**src/rtl/sprite_palette_bank.sv**
```systemverilog
// Sprite palette lookup: NUM_PAL palettes of 2**IDX_W {R,G,B} entries, 2-cycle read pipeline.
// Define PALETTE_FLASH_EN to build the frame-based hit-flash overlay; undefined gives plain lookup.
module sprite_palette_bank #(
    parameter int IDX_W        = 4,
    parameter int NUM_PAL      = 4,
    parameter int COLOR_W      = 4,
    parameter int TRANSP_IDX   = 0,
    parameter int FLASH_FRAMES = 8
) (
    input  logic                         Clk,
    input  logic                         Reset,
    input  logic                         pix_valid,
    input  logic [$clog2(NUM_PAL)-1:0]   pal_sel,
    input  logic [IDX_W-1:0]             index,
    input  logic                         wr_en,
    input  logic [$clog2(NUM_PAL)-1:0]   wr_pal,
    input  logic [IDX_W-1:0]             wr_idx,
    input  logic [3*COLOR_W-1:0]         wr_data,
    input  logic                         frame_start,
    input  logic                         flash_trig,
    output logic [COLOR_W-1:0]           red,
    output logic [COLOR_W-1:0]           green,
    output logic [COLOR_W-1:0]           blue,
    output logic                         out_valid,
    output logic                         transparent,
    output logic                         flashing
);
    localparam int PAL_W   = $clog2(NUM_PAL);
    localparam int ADDR_W  = PAL_W + IDX_W;
    localparam int DEPTH   = NUM_PAL << IDX_W;
    localparam int ENTRY_W = 3 * COLOR_W;

    logic [ENTRY_W-1:0] r_mem [DEPTH];
    logic [ENTRY_W-1:0] r_rd_data;
    logic               r_transp1;
    logic [1:0]         r_vld_pipe;
    logic               w_flash_on;
    logic [ENTRY_W-1:0] w_out;

    // Storage has no reset and keeps writing during Reset; the nonblocking
    // write makes a same-cycle read see the old entry.
    always_ff @(posedge Clk) begin
        if (wr_en)
            r_mem[{wr_pal, wr_idx}] <= wr_data;
        r_rd_data <= r_mem[ADDR_W'({pal_sel, index})];
        r_transp1 <= (index == IDX_W'(TRANSP_IDX));
    end

`ifdef PALETTE_FLASH_EN
    localparam int CNT_W = $clog2(FLASH_FRAMES + 1);

    typedef enum logic [1:0] {IDLE, FLASH_ON, FLASH_OFF} flash_state_t;

    flash_state_t     r_state, w_state_nxt;
    logic [CNT_W-1:0] r_cnt, w_cnt_nxt;

    always_ff @(posedge Clk) begin
        if (Reset) begin
            r_state <= IDLE;
            r_cnt   <= '0;
        end else begin
            r_state <= w_state_nxt;
            r_cnt   <= w_cnt_nxt;
        end
    end

    // A trigger outranks a coincident frame_start and restarts an active flash.
    always_comb begin
        w_state_nxt = r_state;
        w_cnt_nxt   = r_cnt;
        if (flash_trig) begin
            w_state_nxt = FLASH_ON;
            w_cnt_nxt   = CNT_W'(FLASH_FRAMES);
        end else if (frame_start && r_state != IDLE) begin
            if (r_cnt <= CNT_W'(1)) begin
                w_state_nxt = IDLE;
                w_cnt_nxt   = '0;
            end else begin
                w_state_nxt = (r_state == FLASH_ON) ? FLASH_OFF : FLASH_ON;
                w_cnt_nxt   = r_cnt - CNT_W'(1);
            end
        end
    end

    always_comb begin
        flashing   = (r_state != IDLE);
        w_flash_on = (r_state == FLASH_ON);
    end
`else
    localparam int w_unused_frames = FLASH_FRAMES;
    logic w_unused_flash;

    always_comb begin
        w_unused_flash = flash_trig ^ frame_start;
        flashing       = 1'b0;
        w_flash_on     = 1'b0;
    end
`endif

    // Flash state is sampled here, on the edge that raises out_valid.
    always_comb begin
        w_out = r_rd_data;
        if (w_flash_on && !r_transp1)
            w_out = '1;
    end

    always_ff @(posedge Clk) begin
        if (Reset) begin
            r_vld_pipe  <= '0;
            red         <= '0;
            green       <= '0;
            blue        <= '0;
            transparent <= 1'b0;
        end else begin
            r_vld_pipe <= {r_vld_pipe[0], pix_valid};
            if (r_vld_pipe[0]) begin
                red         <= w_out[3*COLOR_W-1:2*COLOR_W];
                green       <= w_out[2*COLOR_W-1:COLOR_W];
                blue        <= w_out[COLOR_W-1:0];
                transparent <= r_transp1;
            end
        end
    end

    assign out_valid = r_vld_pipe[1];
endmodule
```
**config.mk**
```make
export PLATFORM = sky130hd
export DESIGN_NAME = sprite_palette_bank
export DESIGN_NICKNAME = d
export VERILOG_FILES = /design/src/rtl/sprite_palette_bank.sv
export SDC_FILE = /design/constraint.sdc
export NUM_CORES = 1
export LEC_CHECK = 0
export ABC_AREA = 1
export BUFFER_PORTS_ARGS = -buffer_cell sky130_fd_sc_hd__buf_2
export CAP_MARGIN = 20
export CORE_MARGIN = 2
export CORE_UTILIZATION = 63
export DETAILED_ROUTE_END_ITERATION = 10
export GPL_TIMING_DRIVEN = 0
export PLACE_DENSITY_LB_ADDON = 0.08
export SETUP_SLACK_MARGIN = 0.5
export SYNTH_ARGS = -nofsm -noshare
export SYNTH_HDL_FRONTEND = slang
export SYNTH_SLANG_ARGS = --single-unit
```
**constraint.sdc**
```tcl
create_clock -name Clk -period 6.05 [get_ports Clk]
set_input_delay 0.9075 -clock Clk [delete_from_list [all_inputs] [get_ports Clk]]
set_output_delay 0.9075 -clock Clk [all_outputs]
set_load 0.005 [all_outputs]
```
# [Word level (Yosys, flattened, before mapping)]
# Memories as Yosys holds them, arrays and structs flattened. A register that Yosys moved wholly into a read port is not among the register bits.
# Index checks and enable logic that the tools add are counted.
[word_totals] ff_bits=16 ram_bits=768 input_bits=30 out_inout_bits=15 wordCells=10 n_memories=1
[memory_table] name="r_mem" depth=64 word_bits=12 read_ports=1 rd_ports_with_merged_regs=1 write_ports=1 line_no="33" rtl="logic [ENTRY_W-1:0] r_mem [DEPTH];"
[classes] mux=2 n_reduce_logical=1
[op_table] cell="$logic_not A4 Y1" n=1
[op_table] cell="$mux W1" n=2

# [Depth between registers and ports, before layout]
[logic_depth] depth_word=2 ltp_mapped=12 ltp_nobuf=9

# [Least setup slack after synthesis]
# No wires, ideal clock.
[synth_path] path_kind="input -> register" start="input wr_en" end="memory r_mem[48][0] in the netlist's numbering, enable pin" setup_time_ps=413 arrival_time_ps=2655 required_time_ps=5637 path_slack_ps=2982 cell_stages=3 n_path_buf=1 cell_sequence="clkbuf_1 nand4_1 nor4_1"
[synth_via] elab_chain_len=2
[synth_rtl] element="start: declaration" line_no="15" rtl="input logic wr_en,"
[synth_rtl] element="$mux W1" line_no="43" rtl="if (wr_en)"
[synth_rtl] element="$mux W1 (not written as such)" line_no="44" rtl="r_mem[{wr_pal, wr_idx}] <= wr_data;"
[synth_rtl] element="end: declaration" line_no="33"
# No other way between the ends.

# [Worst setup path after layout]
[layout_path] start="input wr_idx[0]" end="memory r_mem[42][4] in the netlist's numbering, enable pin"
[layout_lines] element="start: declaration" line_no="17" rtl="input logic [IDX_W-1:0] wr_idx,"
# Straight into the memory's write port.

==> impl_metrics.tcl <==
set metrics [dict create \
    clkPwrFrac 0.402 \
    clockBufferDepth 3 \
    netlist_instances 3116 \
    cts_tree "yes" \
    io_buffers 33 \
    cp-start-kind "primary input" \
    cts_buffers 79 \
    p_sw_frac 0.235 \
    worstPathMaxFanout 9 \
    rows 84 \
    synthAdderAreaFrac 0 \
    slowest_delay_ns 0.93 \
    grt_remaining_overflow 0 \
    worstMarginPinSlew_ns 1.13 \
    yosys.area_share.simple 0.224 \
    io_pins 45 \
    yosys-top-cells-count "nand2_1, edfxtp_1, nand3_1, inv_1, nor2_1" \
    synthFlopType "edfxtp_1" \
    vias 24700 \
    path_delay_family "simple AND/OR/NAND/NOR gates" \
    min_period_ns 2.92 \
    power_frac_comb 0.073 \
    synth_most_common_cell "nand2_1" \
    antenna_left 0 \
    crit_path_end_kind "register" \
    slew_headroom 0.247 \
    drt_iter0_drc 3933 \
    clk_latency_ns 0.65 \
    totalWireLength_um 112000 \
    grt_max_degree 65 \
    wl_per_cell_um 27.8 \
    die_w_um 233 \
    synth_top_family_by_area "simple AND/OR/NAND/NOR gates" \
    core_area_mm2 0.0522 \
    synthArstFlopShare 0 \
    area_growth_pct 13.3 \
    seq_area_frac_synth 0.713 \
    slew_violations 0 \
    cp_data_required_time_ns 6.38 \
    seq_power_share 0.525 \
    power_mw 11.6 \
    synth_edf_count 768 \
    gp_congestion 1.06 \
    power_leakage_nw 15.1 \
    netlist.area_leader.share 0.696 \
    die_y_um 233 \
    grt_pass1_vias 22800 \
    synthMuxAreaShare 0 \
    dp.final_hpwl_um 76600 \
    synthesis.area_mm2 0.0331 \
    cap_violations 0 \
    hp-class "register to register" \
    rsz0062_at_grt "no" \
    stdcell_count 4045 \
    tns_ns 0 \
    hold_buffers 0 \
    path_class "primary input to register" \
    antenna_found_initial 3 \
    internal-power_mw 8.90 \
    cts_sinks 796 \
    grt_pass1_wl_um 157000 \
    via_per_inst 6.11 \
    htree_levels 3 \
    clk_pin_slew_ns 0.06 \
    avgSynthCellArea_um2 10.6 \
    skew_ns 0.0259 \
    ir_drop_v 0.000303 \
    hold_viol_final 0 \
    synth_xor_area_frac 0 \
    crit_arrival_ns 3.25 \
    placed_cells 3898 \
    cts_root_buf "clkbuf_16" \
    place_area_mm2 0.0351 \
    drt_drc_violations_left 0 \
    synth_top_area_cell "edfxtp_1" \
    power_density_mw_per_mm2 310 \
    final_nets 3321 \
    drive_above_1_share 0.109 \
    fin_crit_sh 0.483 \
    switching_power_mw 2.73 \
    cp_cell_sequence "clkbuf_1 > inv_1 > nand4_1 > nor2_1 > buf_6" \
    fmax_mhz 343 \
    netlist_top_cells_area "edfxtp_1, nand2_1, nand3_1, inv_1, nor2_1" \
    die_area_mm2 0.0544 \
    finalSetupViolCount 0 \
    ys_types 22 \
    status "completed" \
    fin_hold_ws_ns 0.448 \
    syn_nets 3146 \
    path_buf_inv 3 \
    dr.pass1.iters 6 \
    initial_utilization 0.634 \
    yosys_warnings 0 \
    synth-compound-area-share 0.00861 \
    track_usage 0.420 \
    final_cell_area_mm2 0.0375 \
    post_cts_buffers 0 \
    ys_ff_latch 796 \
    slowest_stage "nor2_1" \
    cts_resized 0 \
]
## metal layers
layer | GRT usage | vias up | wire length (um)
met1 | 0.556 | 11800 | 39800
met3 | 0.0942 | 378 | 14400
li1 | - | 10600 | -
met4 | 0.258 | 4 | 8040
met2 | 0.638 | 1894 | 49900
met5 | 0 | - | 23
## flip-flops by register name, summed over array words and instances (netlist names)
name	cells
green	4
blue	4
r_transp1	1
r_mem	768
red	4
r_rd_data	12
transparent	1
r_vld_pipe	2
## final timing paths
path,from,to,slack [ns],depth (start not counted)
worst max-delay path,wr_idx[0],r_mem[42][4]$_DFFE_PP_,3.13,5
worst min-delay path,r_transp1$_DFF_P_,transparent$_SDFFE_PP0P_,0.45,2
worst max register to register,r_mem[51][7]$_DFFE_PP_,r_rd_data[7]$_DFF_P_,4.11,8
worst min register to register,r_transp1$_DFF_P_,transparent$_SDFFE_PP0P_,0.45,2
## worst register-to-register path, cell delays in order, from the launching register on
cell and delay, ns:
edfxtp_1 0.37, nand2_1 0.07, nand2_1 0.05, nand2_1 0.09, nand3_1 0.16, nor2_1 0.39, nand2_1 0.35, nand3_1 0.26
nand2_1 0.07
## power by group through the flow
stage	Sequential (mW)	Clock, mW	Combinational, mW
6_report	6.11	4.68	0.845
3_3_place_gp	6.23	0	0.760
4_1_cts	6.11	4.66	0.801
5_1_grt	6.11	4.88	0.875
2_1_floorplan	6.22	0	0.381
3_5_place_dp	6.22	0	0.797
## kinds of logic (layout without fill, tap and decap cells)
kind of cell,Yosys count,after routing
AO/OA/AOI/OAI,57,57
buffers and inverters,423,662
AND/OR/NAND/NOR,1839,1839
flip-flops,796,796
other,1,3
## metrics by stage
| stage | worst slack (ns) | utilization |
|---|---|---|
| after floorplan | 2.98 | - |
| after global placement | 1.21 | 0.654 |
| after detailed placement | 2.70 | 0.672 |
| after CTS | 3.34 | 0.718 |
| after global routing | 3.21 | 0.718 |
| final | 3.13 | 0.718 |
## layout make-up
type                            count  area, um^2
Clock inverter                     28         168
Clock buffer                      117        2260
Antenna cell                        2        5.00
Tap cell                          688         861
Multi-Input combinational cell   1897        7840
Inverter                          260         978
Sequential cell                   796       23600
Timing Repair Buffer               94         971
Fill cell                        3739       14700
Buffer                            163         818
## placed cells by master, fill, tap and decap left out, types with 2 or more instances in the layout
cell type	n
inv_1	255
buf_2	134
nand4_1	9
clkbuf_16	84
buf_6	24
o21ai_1	12
nor2_1	169
nor2_2	33
inv_2	4
buf_4	29
nand2_1	1244
nor4_2	8
buf_12	8
o21ai_0	2
buf_8	19
nand3_1	374
clkinv_2	15
edfxtp_1	768
a21oi_1	43
diode_2	2
clkbuf_8	3
clkinv_1	10
buf_1	14
dfxtp_1	28
clkbuf_1	58
Power figures use the tool's default switching activity.
